<file path="config.mk">
export PLATFORM = sky130hd
export DESIGN_NAME = vga_timing_counter
export DESIGN_NICKNAME = d
export VERILOG_FILES = /design/src/rtl/vga_timing_pkg.sv /design/src/rtl/vga_timing_counter_pixel_tick_gen.sv /design/src/rtl/vga_timing_counter.sv
export SDC_FILE = /design/constraint.sdc
export NUM_CORES = 1
export LEC_CHECK = 0
export ABC_CLOCK_PERIOD_IN_PS = 2150
export CELL_PAD_IN_SITES_DETAIL_PLACEMENT = 1
export CELL_PAD_IN_SITES_GLOBAL_PLACEMENT = 2
export CORE_ASPECT_RATIO = 0.8
export CORE_MARGIN = 4
export CORE_UTILIZATION = 28
export CTS_CLUSTER_SIZE = 28
export DETAILED_ROUTE_END_ITERATION = 8
export PLACE_DENSITY_LB_ADDON = 0.1
export SYNTH_ARGS = -nofsm -noshare
export SYNTH_HDL_FRONTEND = slang
export SYNTH_SLANG_ARGS = --single-unit
</file>
<file path="constraint.sdc">
create_clock -name clk -period 2.15 [get_ports clk]
set_input_delay 0.3225 -clock clk [delete_from_list [all_inputs] [get_ports clk]]
set_output_delay 0.3225 -clock clk [all_outputs]
set_load 0.02 [all_outputs]
</file>
<file path="src/rtl/vga_timing_pkg.sv">
// vga_timing_pkg
//   Shared 640x480@60 raster geometry for vga_timing_counter and vga_sync.
//   Holds the porch/retrace breakdown, the pixel clock divider and the
//   coordinate and counter widths.
package vga_timing_pkg;

    localparam int H_DISPLAY = 640;
    localparam int H_FRONT   = 16;
    localparam int H_RETRACE = 96;
    localparam int H_BACK    = 48;
    localparam int H_TOTAL   = H_DISPLAY + H_FRONT + H_RETRACE + H_BACK;

    localparam int V_DISPLAY = 480;
    localparam int V_FRONT   = 10;
    localparam int V_RETRACE = 2;
    localparam int V_BACK    = 33;
    localparam int V_TOTAL   = V_DISPLAY + V_FRONT + V_RETRACE + V_BACK;

    // 100 MHz system clock -> 25 MHz pixel rate
    localparam int CLK_DIV   = 4;
    localparam int CLK_DIV_MAX = 16;
    localparam int DIV_W     = 4;

    localparam int COORD_W   = 10;
    localparam int FRAME_W   = 8;

    typedef logic [COORD_W-1:0] coord_t;

endpackage

</file>
<file path="src/rtl/vga_timing_counter_pixel_tick_gen.sv">
// pixel_tick_gen
//   Divides the system clock down to a one-clock pixel-enable strobe.
//   Ports:
//     clk      in   system clock
//     rst_n    in   asynchronous active-low reset
//     en       in   run enable; low holds the divider phase
//     clr      in   synchronous clear of the divider
//     pix_tick out  one-clk strobe every CLK_DIV enabled clocks
module pixel_tick_gen
    import vga_timing_pkg::*;
#(
    parameter int CLK_DIV = vga_timing_pkg::CLK_DIV
) (
    input  logic clk,
    input  logic rst_n,
    input  logic en,
    input  logic clr,
    output logic pix_tick
);

    localparam logic [DIV_W-1:0] DIV_LAST = DIV_W'(CLK_DIV - 1);

    logic [DIV_W-1:0] div_q;
    logic [DIV_W-1:0] div_d;

    always_comb begin
        div_d = div_q;
        if (clr) begin
            div_d = '0;
        end else if (en) begin
            div_d = (div_q == DIV_LAST) ? '0 : div_q + 1'b1;
        end
    end

    always_ff @(posedge clk or negedge rst_n) begin
        if (!rst_n) begin
            div_q <= '0;
        end else begin
            div_q <= div_d;
        end
    end

    // rst_n gating keeps the strobe low during reset even when CLK_DIV=1
    // (where the last-phase compare is always true); clr suppresses it too.
    assign pix_tick = rst_n && en && !clr && (div_q == DIV_LAST);

endmodule

</file>
<file path="src/rtl/vga_timing_counter.sv">
// vga_timing_counter
//   Pixel timebase and raster position counters feeding vga_sync.
//   Ports:
//     clk       in   system clock
//     rst_n     in   asynchronous active-low reset
//     en        in   run enable; low freezes everything and masks pulses
//     clr       in   synchronous clear of divider, h/v and frame counters
//     pix_tick  out  one-clk pixel strobe
//     h_count   out  horizontal position 0..H_TOTAL-1 (registered)
//     v_count   out  vertical position 0..V_TOTAL-1 (registered)
//     line_end  out  pulse on the last pixel of a line
//     frame_end out  pulse on the last pixel of a frame
//     frame_cnt out  completed-frame count, wraps
module vga_timing_counter
    import vga_timing_pkg::*;
#(
    parameter int CLK_DIV = vga_timing_pkg::CLK_DIV,
    parameter int H_TOTAL = vga_timing_pkg::H_TOTAL,
    parameter int V_TOTAL = vga_timing_pkg::V_TOTAL,
    parameter int FRAME_W = vga_timing_pkg::FRAME_W
) (
    input  logic               clk,
    input  logic               rst_n,
    input  logic               en,
    input  logic               clr,
    output logic               pix_tick,
    output logic [9:0]         h_count,
    output logic [9:0]         v_count,
    output logic               line_end,
    output logic               frame_end,
    output logic [FRAME_W-1:0] frame_cnt
);

    if (H_TOTAL < 1 || H_TOTAL > 1024 || V_TOTAL < 1 || V_TOTAL > 1024 ||
        CLK_DIV < 1 || CLK_DIV > CLK_DIV_MAX) begin : g_param_check
        $error("vga_timing_counter: illegal H_TOTAL/V_TOTAL/CLK_DIV");
    end

    localparam coord_t H_LAST = COORD_W'(H_TOTAL - 1);
    localparam coord_t V_LAST = COORD_W'(V_TOTAL - 1);

    coord_t             h_q, h_d;
    coord_t             v_q, v_d;
    logic [FRAME_W-1:0] fc_q, fc_d;

    pixel_tick_gen #(
        .CLK_DIV (CLK_DIV)
    ) u_tick (
        .clk      (clk),
        .rst_n    (rst_n),
        .en       (en),
        .clr      (clr),
        .pix_tick (pix_tick)
    );

    // pix_tick already carries en, !clr and reset masking
    assign line_end  = pix_tick && (h_q == H_LAST);
    assign frame_end = line_end && (v_q == V_LAST);

    always_comb begin
        h_d  = h_q;
        v_d  = v_q;
        fc_d = fc_q;
        if (clr) begin
            h_d  = '0;
            v_d  = '0;
            fc_d = '0;
        end else if (pix_tick) begin
            h_d = line_end ? '0 : h_q + 1'b1;
            if (line_end) begin
                v_d = (v_q == V_LAST) ? '0 : v_q + 1'b1;
            end
            if (frame_end) begin
                fc_d = fc_q + 1'b1;
            end
        end
    end

    always_ff @(posedge clk or negedge rst_n) begin
        if (!rst_n) begin
            h_q  <= '0;
            v_q  <= '0;
            fc_q <= '0;
        end else begin
            h_q  <= h_d;
            v_q  <= v_d;
            fc_q <= fc_d;
        end
    end

    assign h_count   = h_q;
    assign v_count   = v_q;
    assign frame_cnt = fc_q;

endmodule

</file>
Word-level counts from Yosys, hierarchy flattened
Index checks and enable logic that the tools add are counted.
{ "word_totals": {"regBits": 32, "input_bits": 4} }
{ "classes": {"n_eq_ne": 3, "reduce_logical": 12, "addsub": 4, "n_mux": 13} }
{ "ops": {"columns": ["op", "n"], "rows": [
  ["10-bit two-way mux", 7],
  ["8-bit two-way mux", 3],
  ["10-bit by 1-bit adder with 10-bit output, second input constant", 2],
  ["10-bit == test, second input constant", 2],
  ["4-bit two-way mux", 3],
  ["8-bit by 1-bit adder with 8-bit output, second input constant", 1],
  ["2-bit nonzero test", 4],
  ["1-bit logical AND", 5],
  ["4-bit by 1-bit adder with 4-bit output, second input constant", 1],
  ["4-bit by 2-bit == test with 1-bit output, second input constant", 1],
  ["2-bit AND reduction", 2],
  ["1-bit zero test", 1]
]} }

Logic depth before layout (Yosys ltp)
Gate-level depths: netlist of run 1.
{ "logic_depth": {"ltp_word": 8, "ltp_mapped": 7, "depth_no_buf": 6} }

Modules after synthesis
Synthesis of run 1 repeated with hierarchy kept, for this count alone.
{ "unflattened": {"hier_cells": 192, "area_unflattened_um2": 1856.8} }
{ "by_module_without_submodules": {"columns": ["module", "cells_each", "instances", "area_each_um2"], "rows": [
  ["vga_timing_counter", 172, 1, 1609.0],
  ["pixel_tick_gen", 20, 1, 247.7]
]} }

Least setup slack after synthesis of run 1
OpenSTA, ideal clock, no wires.
{ "synth_timing": {"path_kind": "register -> register", "startpoint": "register h_q[6] (netlist: h_count[6])", "endpoint": "register fc_q[6] (netlist: frame_cnt[6])", "required_time_ps": 2025, "slack_ps": -146, "setup_ps": 125, "n_path_buf": 1, "stages_incl_launch_ff": 6, "arrival_ps": 2171, "path_cell_list": "dfrtp_1 or3_4 or4_4 buf_6 nor4_1 mux2_2"} }
{ "synth_between": {"elab_chain_len": 5} }
{ "synth_rtl": {"columns": ["element", "line", "source"], "rows": [
  ["start, declared", "vga_timing_counter.sv:42", "coord_t h_q, h_d;"],
  ["start signal, assigned", "vga_timing_counter.sv:81", "h_q <= '0;"],
  ["start signal, assigned", "vga_timing_counter.sv:85", "h_q <= h_d;"],
  ["10-bit == test", "vga_timing_counter.sv:57", "assign line_end = pix_tick && (h_q == H_LAST);"],
  ["1-bit logical AND", "vga_timing_counter.sv:57", null],
  ["1-bit logical AND", "vga_timing_counter.sv:58", "assign frame_end = line_end && (v_q == V_LAST);"],
  ["2-bit nonzero test (no source line)", null, null],
  ["2-bit AND reduction (no source line)", null, null],
  ["end signal, assigned", "vga_timing_counter.sv:83", "fc_q <= '0;"],
  ["end signal, assigned", "vga_timing_counter.sv:87", "fc_q <= fc_d;"],
  ["end, declared", "vga_timing_counter.sv:44", "logic [FRAME_W-1:0] fc_q, fc_d;"]
]} }
No other way between the ends.
A chain may end at the register's enable or synchronous reset.

Final worst setup path of run 1
{ "layout_timing": {"startpoint": "register h_q[6] (netlist: h_count[6])", "endpoint": "output port frame_end"} }
{ "layout_between": {"elab_chain_len": 3} }
{ "layout_rtl": {"columns": ["element", "line", "source"], "rows": [
  ["10-bit == test", "vga_timing_counter.sv:57", null],
  ["1-bit logical AND", "vga_timing_counter.sv:57", null],
  ["1-bit logical AND", "vga_timing_counter.sv:58", null],
  ["end, declared", "vga_timing_counter.sv:30", "output logic frame_end,"]
]} }
No other way between the ends.

==> metrics, run 1 <==
post-route setup slack -0.1894 ns; RR Endpoint frame_cnt[2]$_DFFE_PN0P_; Clock Latency Late Sink 0.28 ns; drt via density 5.270; Slew @ Worst Pin 0.4539 ns; antenna cells 0; status finished, violations left; row cnt 26; IO Port Bufs 34; Synth-to-Final Area Change 57.80%; FF-to-FF setup slack -0.15 ns; Hold Path Origin frame_cnt[0]$_DFFE_PN0P_; Warnings, synthesis 0; Critical Path AT 2.02 ns; layout cells sized above 1 0.3357; 1st-pass router iterations 4; overall power 1.182 mW; first-pass GRT wire length 10820 um; hold_ws 0.5404 ns; dpl cells 350; failing checks negative setup slack; Mapped Nets 208; detailed-route via count 1934; GR Util met1 0.2331; post-route cell area 2910 um^2; Synth top area share 0.4342; Final ANT Viol Nets 0; VDD IR-drop max 0.2248 mV; Routed WL 6477 um; leading area contributor after synthesis dfrtp_1; Final Util 0.4564; GPL Wtd Cong 0.8333; DRC Markers 0; clk sinks 32; Die X 98.74 um; worst min-delay path category reg -> reg; Synth Flop Type dfrtp_1; starting density of the core 0.2892; clk buf depth 2; Netlist cell types 43; Final Instance Count excl. Fillers 367; R2R depth 5; initial antenna violation count 0; critical path fanouts, max 7; Die Y 80.59 um; Remaining Overflow, GRT 0; worst r2r src h_count[6]$_DFFE_PN0P_; Pwr Density 406.0 nW/um^2; HPWL after DPL 4585 um; met3 usage 0.03559; num ports 35; leakage power 1.245 nW; async set or reset register ratio after synthesis 1.000; core area 6376 um^2; most common cell after layout, fill and taps aside buf_4; Fin. Hold Viols 0; clock tree root buffer cell clkbuf_8; GR peak layer met2; Cells after Synth 199; Crit Path Category reg -> out; H-tree levels 2; Final min period 2.339 ns; wire per inst 17.65 um; final slew viol count 0; Final Net Count 291; top post-synthesis cells by area dfrtp_1 43%, a21oi_1 3.8%, ha_1 3.4%, nand2_1 3.3%, nand4_1 3.1%; number of fillers in the final layout 737; Slew headroom 0.6974; Hold Path Depth 1; # Max-Cap Violations 0; worst hold path endpoint frame_cnt[0]$_DFFE_PN0P_; clk slew on worst S/H paths 0.07 ns; CTS Buf Count 5; f_max 427.5 MHz; RSZ-0062 raised after global routing yes; CTS tree yes; TNS Setup -1.223 ns; Die Area 7957 um^2; number of enable flip-flop cells after synthesis 0; vias in the first global route 2130; drt first-iter violations 57; highest-count cells in the layout ignoring fill and taps 45 x buf_4, 31 x clkdlybuf4s50_1, 28 x dfrtp_1; post-synthesis sequential area ratio 0.4342; crit start category flop; Final Skew 0.008737 ns; WP data required 1.83 ns; placed cell areas 2595 um^2; GRT Total Usage 0.1706; Post-Syn Area 1844 um^2; dpl ws -0.5999 ns; final setup fails 15; Critical Path End Type output port; Mean Syn Cell Area 9.268 um^2; met2 usage 0.2760; flops & latches, synth 32; final period utilization 1.088; largest net degree at the start of global routing 33
[worst max path at each step]
stage	to	start	cells past startpoint
floorplan	frame_cnt[7]$_DFFE_PN0P_	h_count[7]$_DFFE_PN0P_	5
global placement	frame_end	rst_n	5
detailed placement	frame_cnt[7]$_DFFE_PN0P_	rst_n	6
CTS	v_count[9]$_DFFE_PN0P_	h_count[7]$_DFFE_PN0P_	5
global route	frame_end	h_count[6]$_DFFE_PN0P_	4
finish	frame_end	h_count[6]$_DFFE_PN0P_	4
[cells by family after synthesis]
kind of cell             count (synthesis)  share of synthesized area
multiplexers                             5                    0.02917
buffers and inverters                   21                    0.05088
XOR/XNOR                                 1                   0.004750
flip-flops                              32                     0.4342
adder cells (fa/ha/maj)                  5                    0.03392
AO/OA/AOI/OAI                           49                     0.1805
AND/OR/NAND/NOR                         86                     0.2666
[cells in the mapped netlist, drive strengths merged (4+ instances only)]
library cell,n
o31ai,5
o41ai,6
o211ai,6
nand4,9
or3,9
nor2,11
dfrtp,32
clkbuf,6
ha,5
nand2,16
and3,4
or2,6
inv,12
o21ai,7
or4,5
nand3,11
a21oi,14
[flip-flops by register name, indices dropped and copies added (netlist names)]
| signal | count |
|---|---|
| u_tick.div_q | 4 |
| frame_cnt | 8 |
| v_count | 10 |
| h_count | 10 |
[metal layers]
metal | part of all wire | wire length (um) | up-vias
met5 | 0 | 0 | -
met4 | 0.0071 | 46 | 0
met3 | 0.022 | 143 | 5
met2 | 0.47 | 3027 | 28
met1 | 0.50 | 3259 | 991
li1 | - | - | 910
[critical path, cell delays in order (launching register included)]
cell	delay, ns
dfrtp_2	0.41
or3_4	0.40
or4_4	0.64
nor2_4	0.16
buf_6	0.13
[final cells by class]
type | count | area [um^2] | share of cell area
flip-flops and latches | 32 | 805.8 | 0.2769
inverters | 13 | 48.80 | 0.01677
multi-input cells | 146 | 1100 | 0.3779
clock inverters | 1 | 5.005 | 0.001720
clock buffers | 7 | 76.32 | 0.02623
repair buffers | 84 | 769.5 | 0.2644
well taps | 84 | 105.1 | 0.03611
[timing repair]
action	4_1_cts	5_1_grt
setup buffers	4	5
hold buffers	0	0
resized for setup	36	16
setup endpoints to repair	15	19
gates cloned	2	0
pin swaps	12	7
[report_power, final]
group	leakage [nW]	internal (mW)	total, mW	switching (mW)
Combinational	0.764	0.0438	0.108	0.0639
Sequential	0.438	0.607	0.611	0.00373
Clock	0.0422	0.228	0.463	0.235
(Power assumes the default switching activity.)
==> run 2: changes to the inputs <==
--- a/config.mk
+++ b/config.mk
@@ -6,14 +6,12 @@
 export NUM_CORES = 1
 export LEC_CHECK = 0
 export ABC_CLOCK_PERIOD_IN_PS = 2150
-export CELL_PAD_IN_SITES_DETAIL_PLACEMENT = 1
-export CELL_PAD_IN_SITES_GLOBAL_PLACEMENT = 2
 export CORE_ASPECT_RATIO = 0.8
 export CORE_MARGIN = 4
-export CORE_UTILIZATION = 28
+export CORE_UTILIZATION = 45
 export CTS_CLUSTER_SIZE = 28
 export DETAILED_ROUTE_END_ITERATION = 8
-export PLACE_DENSITY_LB_ADDON = 0.1
+export PLACE_DENSITY = 0.73
 export SYNTH_ARGS = -nofsm -noshare
 export SYNTH_HDL_FRONTEND = slang
 export SYNTH_SLANG_ARGS = --single-unit
==> metrics, run 2 (same netlist as run 1, synthesis figures left out) <==
status finished, violations left; failing checks negative setup slack; clk sinks 32 (unchanged); Slew headroom 0.7246 (+0.02722); 1st-pass router iterations 4 (unchanged); drt via density 5.802 (+10%); Die X 79.58 um (-19%); highest-count cells in the layout ignoring fill and taps 39 x buf_4, 31 x clkdlybuf4s50_1, 28 x dfrtp_1; hold buffer count at cts 0 (unchanged); overall power 1.193 mW (+0.94%); Clock Latency Late Sink 0.29 ns (about the same); detailed-route via count 1909 (-1.3%); Critical Path AT 2.44 ns (+0.42 ns); final setup fails 10 (-5); Synth-to-Final Area Change 49.93%; Final min period 2.240 ns (-0.09943 ns); met2 usage 0.3323 (+0.05631); clock tree root buffer cell clkbuf_8; Final Skew 0.01177 ns (+0.003034 ns); DRC Markers 0 (unchanged); clk slew on worst S/H paths 0.07 ns (about the same); initial antenna violation count 0 (unchanged); Fin. Hold Viols 0 (unchanged); wire per inst 15.52 um (-12%); post-route cell area 2765 um^2 (-5.0%); Final ANT Viol Nets 0 (unchanged); crit start category flop; hold_ws 0.4873 ns (-0.05310 ns); clk buf depth 2 (unchanged); core area 3879 um^2 (-39%); first-pass GRT wire length 8597 um (-21%); VDD IR-drop max 0.2887 mV (+28%); Die Y 65.26 um (-19%); number of fillers in the final layout 291 (-61%); num ports 35 (unchanged); worst min-delay path category in -> async; Critical Path End Type flop; f_max 446.4 MHz (+4.4%); GR Util met1 0.2950 (+0.06193); WP data required 2.35 ns (+0.52 ns); met3 usage 0.04658 (+0.01099); # Max-Cap Violations 0 (unchanged); Slew @ Worst Pin 0.4131 ns (-0.04082 ns); row cnt 20 (-23%); final period utilization 1.042 (-0.04625); CTS tree yes; Pwr Density 431.3 nW/um^2 (+6.2%); CTS Buf Count 5 (unchanged); H-tree levels 2 (unchanged); final slew viol count 0 (unchanged); RSZ-0062 raised after global routing yes; GR peak layer met2; vias in the first global route 1802 (-15%); GRT Total Usage 0.2137 (+0.04308); Final Net Count 282 (-3.1%); antenna cells 0 (unchanged); critical path fanouts, max 7 (unchanged); Remaining Overflow, GRT 0 (unchanged); Die Area 5193 um^2 (-35%); post-route setup slack -0.08995 ns (+0.09943 ns); placed cell areas 2524 um^2 (-2.7%); Crit Path Category reg -> reg; drt first-iter violations 242 (+320%); layout cells sized above 1 0.3029 (-0.03277); largest net degree at the start of global routing 33 (unchanged); TNS Setup -0.4415 ns (+0.7818 ns); Routed WL 5105 um (-21%); HPWL after DPL 3475 um (-24%); starting density of the core 0.4755 (+0.1862); GPL Wtd Cong 0.8432 (+1.2%); most common cell after layout, fill and taps aside buf_4; leakage power 1.177 nW (-5.5%); IO Port Bufs 34 (unchanged); dpl ws -0.4855 ns (+0.1144 ns)
## run 2: cell types whose count changed in the layout (fill, tap and decap cells not counted), moves of 2 or more
cell,previous run,this run
buf_4,45,39
o41ai_1,1,3
o41ai_2,5,3
mux2_4,3,1
a21boi_0,0,2
mux2_2,0,2
## run 2: routing by layer
metal / part of all wire / vias to the layer above
li1: - / 897
met1: 0.47 / 925
met2: 0.46 / 83
met3: 0.063 / 4
met4: 0.0090 / 0
met5: 0 / -
## run 2: layout make-up
type,count,area [um^2],area share
Clock buffer,8,90.09,0.03258
Inverter,13,48.80,0.01765
Multi-Input combinational cell,146,1059,0.3828
Sequential cell,32,805.8,0.2914
Tap cell,55,68.82,0.02489
Timing Repair Buffer,75,693.2,0.2507
## run 2: critical path, cell delays in order, from the launching register on
cell	delay [ns]
dfrtp_2	0.40
or3_4	0.39
or4_4	0.59
buf_12	0.18
or4_4	0.47
a21oi_2	0.13
## run 2: through the flow
stage | instances | utilization
final | 329 | 0.7129
after CTS | 329 | 0.6997
after detailed placement | 318 | 0.6506
after floorplan | 199 | -
after global routing | 329 | 0.7129
after global placement | 318 | 0.6506
## run 2: worst paths after layout
path	from	to	slack [ns]	cells past startpoint
setup / recovery	h_count[7]$_DFFE_PN0P_	frame_cnt[2]$_DFFE_PN0P_	-0.09	5
hold / removal	rst_n	v_count[4]$_DFFE_PN0P_	0.49	2
setup reg to reg	h_count[7]$_DFFE_PN0P_	frame_cnt[2]$_DFFE_PN0P_	-0.09	5
hold reg to reg	frame_cnt[0]$_DFFE_PN0P_	frame_cnt[0]$_DFFE_PN0P_	0.54	1
max in group asynchronous	rst_n	h_count[0]$_DFFE_PN0P_	1.34	2
min in group clk	frame_cnt[0]$_DFFE_PN0P_	frame_cnt[0]$_DFFE_PN0P_	0.54	1
## run 2: what timing repair did
item                                    4_1_cts  5_1_grt
hold endpoints to repair                      0        0
setup buffers                                 2        0
gates cloned                                  1        0
pin swaps                                    10        8
endpoints found under the setup margin        9       19
resized for setup                            29       11
## run 2: where the power goes
group	switching [mW]	total [mW]	internal (mW)
sequential	0.00491	0.613	0.608
clock	0.219	0.480	0.261
combinational	0.0574	0.0997	0.0423
total	0.281	1.19	0.911
==> run 3: changes to the inputs <==
--- a/config.mk
+++ b/config.mk
@@ -8,10 +8,11 @@
 export ABC_CLOCK_PERIOD_IN_PS = 2150
 export CORE_ASPECT_RATIO = 0.8
 export CORE_MARGIN = 4
-export CORE_UTILIZATION = 45
+export CORE_UTILIZATION = 47
 export CTS_CLUSTER_SIZE = 28
 export DETAILED_ROUTE_END_ITERATION = 8
-export PLACE_DENSITY = 0.73
+export GPL_TIMING_DRIVEN = 0
+export PLACE_DENSITY = 0.76
 export SYNTH_ARGS = -nofsm -noshare
 export SYNTH_HDL_FRONTEND = slang
 export SYNTH_SLANG_ARGS = --single-unit
==> metrics, run 3 (same netlist as run 1, synthesis figures left out) <==
Worst path max stage delay 0.60 ns (about the same); CP cell instances or3_4, or4_4, nor2_4, buf_6; GPL Wtd Cong 0.7775 (-7.8%); Routed WL 5896 um (+15%); number of fillers in the final layout 259 (-11%); VDD IR-drop max 0.3338 mV (+16%); post-route cell area 2873 um^2 (+3.9%); drt first-iter violations 178 (-26%); CP top delay family simple AND/OR/NAND/NOR gates; final setup fails 16 (+6); first-pass GRT wire length 8673 um (+0.88%); Storage cell area 807.0 um^2 (+0.16%); row cnt 20 (unchanged); detailed-route via count 1937 (+1.5%); final slew viol count 0 (unchanged); leakage power 1.197 nW (+1.7%); highest-count cells in the layout ignoring fill and taps 28 x clkdlybuf4s50_1, 27 x dfrtp_1, 23 x buf_4; Crit Path Category reg -> out; clk buf depth 2 (unchanged); CTS tree yes; Slew @ Worst Pin 0.6804 ns (+0.2674 ns); Die X 78.04 um (-1.9%); status finished, violations left; WP data required 1.83 ns (-0.52 ns); WP buf/inv 1 (unchanged); HPWL after DPL 3174 um (-8.7%); final period utilization 1.066 (+0.02391); Critical Path End Type output port; most common cell after layout, fill and taps aside clkdlybuf4s50_1; num ports 35 (unchanged); Remaining Overflow, GRT 0 (unchanged); largest net degree at the start of global routing 33 (unchanged); layout cells sized above 1 0.3146 (+0.01169); 1st-pass router iterations 5 (+1); Final ANT Viol Nets 0 (unchanged); placed cell areas 2278 um^2 (-9.7%); vias in the first global route 1742 (-3.3%); drt via density 6.016 (+3.7%); starting density of the core 0.4881 (+0.01260); core area 3779 um^2 (-2.6%); Final Util 0.7603 (+0.04736); Final Skew 0.004055 ns (-0.007716 ns); slowest CP cell or4_4; crit start category flop; IO Port Bufs 34 (unchanged); Clock Latency Late Sink 0.29 ns (about the same); initial antenna violation count 0 (unchanged); DRC Markers 0 (unchanged); clk sinks 32 (unchanged); Fin. Hold Viols 0 (unchanged); Slew headroom 0.5464 (-0.1782); Pwr Density 421.8 nW/um^2 (-2.2%); Critical Path AT 1.97 ns (-0.47 ns); clk slew on worst S/H paths 0.07 ns (about the same); post-route setup slack -0.1414 ns (-0.05141 ns); H-tree levels 2 (unchanged); worst min-delay path category in -> async; critical path fanouts, max 4 (-3); dpl ws -1.044 ns (-0.5582 ns); RSZ-0062 raised after global routing yes; failing checks negative setup slack; Die Area 4997 um^2 (-3.8%); f_max 436.4 MHz (-2.2%); wire per inst 18.31 um (+18%); CTS Buf Count 5 (unchanged); Die Y 64.03 um (-1.9%); # Max-Cap Violations 0 (unchanged); Final Net Count 275 (-2.5%); area of the multi-input gates 1186 um^2 (+12%); clock tree root buffer cell clkbuf_8; antenna cells 0 (unchanged); Final min period 2.291 ns (+0.05141 ns); GRT Total Usage 0.2218 (+0.008054); Synth-to-Final Area Change 55.77%
-- run 3: power by group --
group | internal, mW | switching [mW]
sequential | 0.608 | 0.0115
clock | 0.261 | 0.229
combinational | 0.0407 | 0.0618
-- run 3: layer usage --
layer	wire length (um)	global-route usage	part of all wire
met1	2692	0.3253	0.46
met2	2752	0.3280	0.47
met3	332	0.05915	0.056
met4	120	0.04803	0.020
met5	0	0	0
-- run 3: worst reg2reg max path: cells and delay by family, from the launching register on --
kind / cells / cell delay [ns]
flops: 1 / 0.42
simple gates: 3 / 1.47
compound gates: 1 / 0.13
buf+inv: 1 / 0.18
-- run 3: through the flow --
| step | cells | TNS (ns) | power (mW) | hold slack (ns) |
|---|---|---|---|---|
| finish | 322 | -1.022 | 1.212 | 0.006591 |
| global route | 322 | -1.874 | 1.265 | 0.002927 |
| CTS | 309 | -1.166 | 1.202 | 0.01014 |
| detailed placement | 288 | -14.46 | 0.7028 | 0.4304 |
| global placement | 288 | -44.77 | 0.7024 | 0.5161 |
| floorplan | 199 | 0 | 0.6644 | 0.02691 |
-- run 3: cell type report --
type / count / share of cell area
multi-input cells: 146 / 0.4129
flip-flops and latches: 32 / 0.2809
repair buffers: 61 / 0.2104
clock buffers: 8 / 0.03136
well taps: 55 / 0.02395
plain buffers: 7 / 0.02178
inverters: 13 / 0.01873
-- run 3: final timing paths --
| check | start | end | slack [ns] | cells past startpoint |
|---|---|---|---|---|
| setup / recovery | h_count[6]$_DFFE_PN0P_ | frame_end | -0.14 | 4 |
| hold / removal | rst_n | v_count[5]$_DFFE_PN0P_ | 0.007 | 2 |
| setup reg to reg | h_count[6]$_DFFE_PN0P_ | frame_cnt[2]$_DFFE_PN0P_ | -0.11 | 5 |
| hold reg to reg | frame_cnt[0]$_DFFE_PN0P_ | frame_cnt[0]$_DFFE_PN0P_ | 0.55 | 1 |
| max in group asynchronous | rst_n | h_count[7]$_DFFE_PN0P_ | 1.95 | 2 |
| min in group clk | frame_cnt[0]$_DFFE_PN0P_ | frame_cnt[0]$_DFFE_PN0P_ | 0.55 | 1 |
-- run 3: what timing repair did --
item	CTS	global route
hold buffers	1	0
pin swaps	17	17
buffers inserted	11	14
gates cloned	2	0
resized for setup	46	30
endpoints found under the hold margin	32	0
endpoints found under the setup margin	27	26
